===== config.mk =====
export PLATFORM = sky130hd
export DESIGN_NAME = sprite_loader
export DESIGN_NICKNAME = d
export VERILOG_FILES = /design/src/rtl/sprite_loader.sv
export SDC_FILE = /design/constraint.sdc
export NUM_CORES = 1
export LEC_CHECK = 0
export ABC_CLOCK_PERIOD_IN_PS = 3600
export CORE_ASPECT_RATIO = 0.8
export CORE_MARGIN = 10
export CORE_UTILIZATION = 23
export CTS_CLUSTER_DIAMETER = 120
export CTS_CLUSTER_SIZE = 24
export DETAILED_ROUTE_END_ITERATION = 10
export SLEW_MARGIN = 25
export SYNTH_ARGS = -nofsm -noshare
export SYNTH_HDL_FRONTEND = slang
export SYNTH_SLANG_ARGS = --single-unit
export TNS_END_PERCENT = 30

===== constraint.sdc =====
create_clock -name clk -period 3.6 [get_ports clk]
set_input_delay 0.72 -clock clk [delete_from_list [all_inputs] [get_ports clk]]
set_output_delay 0.72 -clock clk [all_outputs]
set_load 0.01 [all_outputs]

===== src/rtl/sprite_loader.sv =====
// ---------------------------------------------------------------------------
// sprite_loader
//
// Purpose:
//   Takes a valid/ready pixel stream from the memory-mapped I/O side and
//   turns it into sprite RAM write strobes in raster order (row-major,
//   column fastest). The RAM address is {row, col}. This layout must match
//   the renderer's pixel-to-address lookup bit for bit.
//
// Ports:
//   clk        system clock
//   rst        synchronous active-high reset; aborts any load in progress
//   start      single-cycle load request, honoured only while idle
//   width_m1   sprite width minus 1, latched when start is accepted
//   height_m1  sprite height minus 1, latched when start is accepted
//   s_valid    pixel word valid
//   s_data     pixel word
//   s_ready    loader accepts a pixel this cycle (depends on state only)
//   we         sprite RAM write enable (one cycle after the handshake)
//   waddr      sprite RAM address {row, col}, holds while we is low
//   wdata      sprite RAM write data, holds while we is low
//   busy       high from the accepted start until done
//   done       one-cycle pulse alongside the final pixel write
//
// Optional feature:
//   SPRITE_LOADER_TRANSPARENT_SKIP_EN - when defined, a pixel equal to
//   TRANSP still advances the raster position, but no RAM write is issued
//   for it. When undefined, every accepted pixel is written and TRANSP has
//   no effect.
// ---------------------------------------------------------------------------
module sprite_loader #(
    parameter int            N2     = 5,
    parameter int            N3     = 5,
    parameter int            DW     = 8,
    parameter logic [DW-1:0] TRANSP = 8'hFF
) (
    input  logic              clk,
    input  logic              rst,
    input  logic              start,
    input  logic [N3:0]       width_m1,
    input  logic [N2:0]       height_m1,
    input  logic              s_valid,
    input  logic [DW-1:0]     s_data,
    output logic              s_ready,
    output logic              we,
    output logic [N2+N3+1:0]  waddr,
    output logic [DW-1:0]     wdata,
    output logic              busy,
    output logic              done
);

`ifdef SPRITE_LOADER_TRANSPARENT_SKIP_EN
    localparam logic SKIP_EN = 1'b1;
`else
    localparam logic SKIP_EN = 1'b0;
`endif

    typedef enum logic [1:0] {
        IDLE,
        LOAD,
        FIN
    } state_t;

    state_t state;
    state_t state_next;

    logic [N3:0] col;
    logic [N3:0] width_lat;
    logic [N2:0] row;
    logic [N2:0] height_lat;

    logic handshake;
    logic last_pix;
    logic is_transp;
    logic write_pix;

    // The handshake is decoded straight from the state. It does not go
    // through s_ready, so the next-state logic below has no combinational
    // loop back into itself.
    assign handshake = s_valid && (state == LOAD);
    assign last_pix  = (col == width_lat) && (row == height_lat);
    assign is_transp = (s_data == TRANSP);
    // A transparent pixel is still consumed. Only its RAM write is dropped,
    // and only when skipping is built in.
    assign write_pix = handshake && !(SKIP_EN && is_transp);

    // State register. A reset in the middle of a load sends the block back
    // to IDLE with no done pulse.
    always_ff @(posedge clk) begin
        if (rst) begin
            state <= IDLE;
        end else begin
            state <= state_next;
        end
    end

    // Next-state decode and status outputs. FIN lasts exactly one cycle.
    // In FIN the registered write of the final pixel is on the RAM port,
    // so done is raised in that same cycle.
    always_comb begin
        state_next = state;
        s_ready    = 1'b0;
        busy       = 1'b0;
        done       = 1'b0;
        case (state)
            IDLE: begin
                if (start) begin
                    state_next = LOAD;
                end
            end
            LOAD: begin
                s_ready = 1'b1;
                busy    = 1'b1;
                if (handshake && last_pix) begin
                    state_next = FIN;
                end
            end
            FIN: begin
                busy       = 1'b1;
                done       = 1'b1;
                state_next = IDLE;
            end
            default: begin
                state_next = IDLE;
            end
        endcase
    end

    // Raster counters and the registered RAM write port. The dimensions are
    // latched only from IDLE, so a start that arrives mid-load cannot
    // disturb them. The column wraps on an equality compare against the
    // latched width, so a full-range width never overflows its field. The
    // address and data registers are loaded only when a write actually
    // happens. This makes them hold their last values while we is low.
    always_ff @(posedge clk) begin
        if (rst) begin
            col        <= '0;
            row        <= '0;
            width_lat  <= '0;
            height_lat <= '0;
            we         <= 1'b0;
            waddr      <= '0;
            wdata      <= '0;
        end else begin
            we <= write_pix;
            if ((state == IDLE) && start) begin
                width_lat  <= width_m1;
                height_lat <= height_m1;
                col        <= '0;
                row        <= '0;
            end else if (handshake) begin
                if (col == width_lat) begin
                    col <= '0;
                    row <= row + 1'b1;
                end else begin
                    col <= col + 1'b1;
                end
            end
            if (write_pix) begin
                waddr <= {row, col};
                wdata <= s_data;
            end
        end
    end

endmodule


==> results.md <==
* Met1 usage in global routing at 10.3%
* Share of cells above drive strength 1 at 4.21%
* Status: finished clean
* Worst path slowest cell: clkdlybuf4s50_1
* Die height at 103 µm
* VDD IR-drop max at 0.268 mV
* Clk buf depth at 2
* Yosys cell types at 26
* Slowest Stage Delay on Critical Path at 530 ps
* Relative slew slack at 65.3%
* Port bufs at 47
* Pre-CTS setup slack at 1370 ps
* PD cells at 508 nW/µm²
* Setup Skew at 8.26 ps
* RSZ-0062 raised after global routing: no
* GRT met2 Usage at 12.6%
* Gp weighted congestion at 0.855
* Drt first-iter violations at 95
* Tcrit/Tclk final at 65.0%
* Routed Antenna Nets at 0
* CTS resizes at 0
* Skew-Pair Late Insertion Delay at 300 ps
* Tightest Pin Transition at 516 ps
* Global-route wire length before repair at 8380 µm
* DRC viols at 0
* Lkg Pwr at 0.985 nW
* Die X at 124 µm
* Tmin final at 2340 ps
* Grt met3 use at 3.34%
* Drt via density at 4.15
* CP Class: reg2out
* Vias at 1646
* Total CTS buffers at 5
* Area Overhead vs Synth at 35.1%
* Post-CTS Setup Repair Bufs at 0
* Total GRT Usage at 8.25%
* Avg Cell Area, Syn at 8.29 µm²
* Cells after Synth at 239
* Worst-path clk slew at 80 ps
* Hold Fails Final Rpt at 0
* Cells along the critical path: inv_1, ha_1, clkdlybuf4s50_1
* 1st-pass router iterations at 4
* Wire per inst at 12.6 µm
* Number of synthesized register bits at 47
* Crit Path Max Fanout at 4
* Final setup viols at 0
* Initial cell density of the core at 23.5%
* Top delay family on crit path: buffers and inverters
* Critical Path Sink Type: output pin
* Ys Warns at 0
* Detailed Route WL at 5020 µm
* Final hold slack at 455 ps
* Core area at 8450 µm²
* Nets at 316
* Vias in the first global route at 1705
* DIE AREA at 12700 µm²
* CTS tree: yes
* Leading cell type in the layout, fill and taps excluded: nand2_1
* Required @ worst endpoint at 2880 ps
* Max Slew Vio Count at 0
* Fmax at 427 MHz
* Cts hold-fix bufs at 0
* Area of the mapped netlist at 1980 µm²
* Seq/Total Area, Yosys at 47.5%
* Arr. time, crit path at 1620 ps
* Max-cap violation count at 0
* Final HPWL DP at 3770 µm
* CP bufs+invs at 2
* Most Crowded Layer GR: met2
* Grt ovf at 0
* Sink Count at 47
* Initial antenna violation count at 0
* Largest net degree at the start of global routing at 39
* H-tree depth at 2
* Site Rows at 30
* Worst hold path class: reg2reg
* CTS root buf: clkbuf_8
* Synthesized net count at 270
* Inserted Diodes at 0
* Slack of the critical path at 1260 ps
* Most frequent cells in the layout: 71 x nand2_1, 47 x dfxtp_1, 47 x clkdlybuf4s50_1
* Setup TNS Final at 0 ps
* I/O pin cnt at 48
* Startpoint types: flip-flop
flip-flops by register name, indices dropped and copies added (netlist names):
signal,count
col,6
height_lat,6
row,6
state,2
waddr,12
wdata,8
we,1
width_lat,6
cell families (layout without fill, tap and decap cells):
| kind of cell | after synthesis | after routing | synth area share [%] |
|---|---|---|---|
| DFF | 47 | 47 | 47.5 |
| muxes | 4 | 4 | 2.02 |
| buffers and inverters | 13 | 59 | 2.46 |
| adders and majority gates | 7 | 7 | 4.42 |
| AOI/OAI and AO/OA | 39 | 39 | 10.1 |
| and+or+nand+nor | 110 | 110 | 25.1 |
| xor gates and xnor gates | 19 | 19 | 8.40 |
path summary, 6_finish.rpt:
check / startpoint / endpoint / slack (ps) / depth (start not counted)
worst max-delay path: state[0] / busy / 1260 / 3
worst min-delay path: waddr[11] / waddr[11] / 460 / 2
worst max register to register: state[0] / col[3] / 1800 / 5
worst min register to register: waddr[11] / waddr[11] / 460 / 2
synthesized netlist by cell type:
master / n / area share [%]
nand3b_1: 1 / 0.38
nand3_1: 5 / 1.3
and3_1: 1 / 0.32
and2_0: 1 / 0.32
nor4_4: 1 / 1.1
nand2b_1: 5 / 1.6
a31oi_1: 1 / 0.32
xnor2_1: 4 / 1.8
nor2b_1: 1 / 0.32
ha_1: 7 / 4.4
nor4_1: 1 / 0.32
clkbuf_1: 11 / 2.1
o21ai_0: 1 / 0.25
nand2_1: 71 / 13
inv_1: 2 / 0.38
nand2_4: 1 / 0.57
a21oi_1: 36 / 9.1
nor3_1: 2 / 0.51
and2_1: 3 / 0.95
nor2_1: 12 / 2.3
mux2i_1: 4 / 2.0
dfxtp_1: 47 / 48
o22a_1: 1 / 0.44
nand4_1: 4 / 1.3
nor3_2: 1 / 0.51
xor2_1: 15 / 6.6
metrics by stage:
stage	cell area [µm²]	util, %	power [mW]	std cells
after floorplan	1980	-	0.856	239
after global placement	2570	30.5	1.00	390
after detailed placement	2570	30.5	1.00	390
after CTS	2680	31.7	1.38	397
after global routing	2680	31.7	1.45	397
final	2680	31.7	1.36	397
layout make-up:
| class | instances | area, µm² |
|---|---|---|
| Fill cell | 909 | 5770 |
| Inverter | 2 | 7.51 |
| Multi-Input combinational cell | 179 | 991 |
| Clock buffer | 6 | 72.6 |
| Sequential cell | 47 | 941 |
| Clock inverter | 1 | 30.0 |
| Tap cell | 112 | 140 |
| Timing Repair Buffer | 50 | 493 |
tightest hold or removal path, cell delays in order (launching register included):
cell and delay, ps:
dfxtp_1 310, nand2_1 50, a21oi_1 50
where the power goes:
| group | internal (mW) | total (mW) | leakage [nW] | switching (mW) |
|---|---|---|---|---|
| Combinational | 0.169 | 0.386 | 0.552 | 0.217 |
| Clock | 0.204 | 0.370 | 0.0513 | 0.166 |
| Sequential | 0.566 | 0.602 | 0.381 | 0.0359 |
metal layers:
metal	vias to the layer above	part of all wire [%]
met5	-	0
met4	0	1.3
met3	5	6.8
met2	37	42
met1	731	50
li1	873	-
No activity file was read; power rests on OpenSTA's default activity.
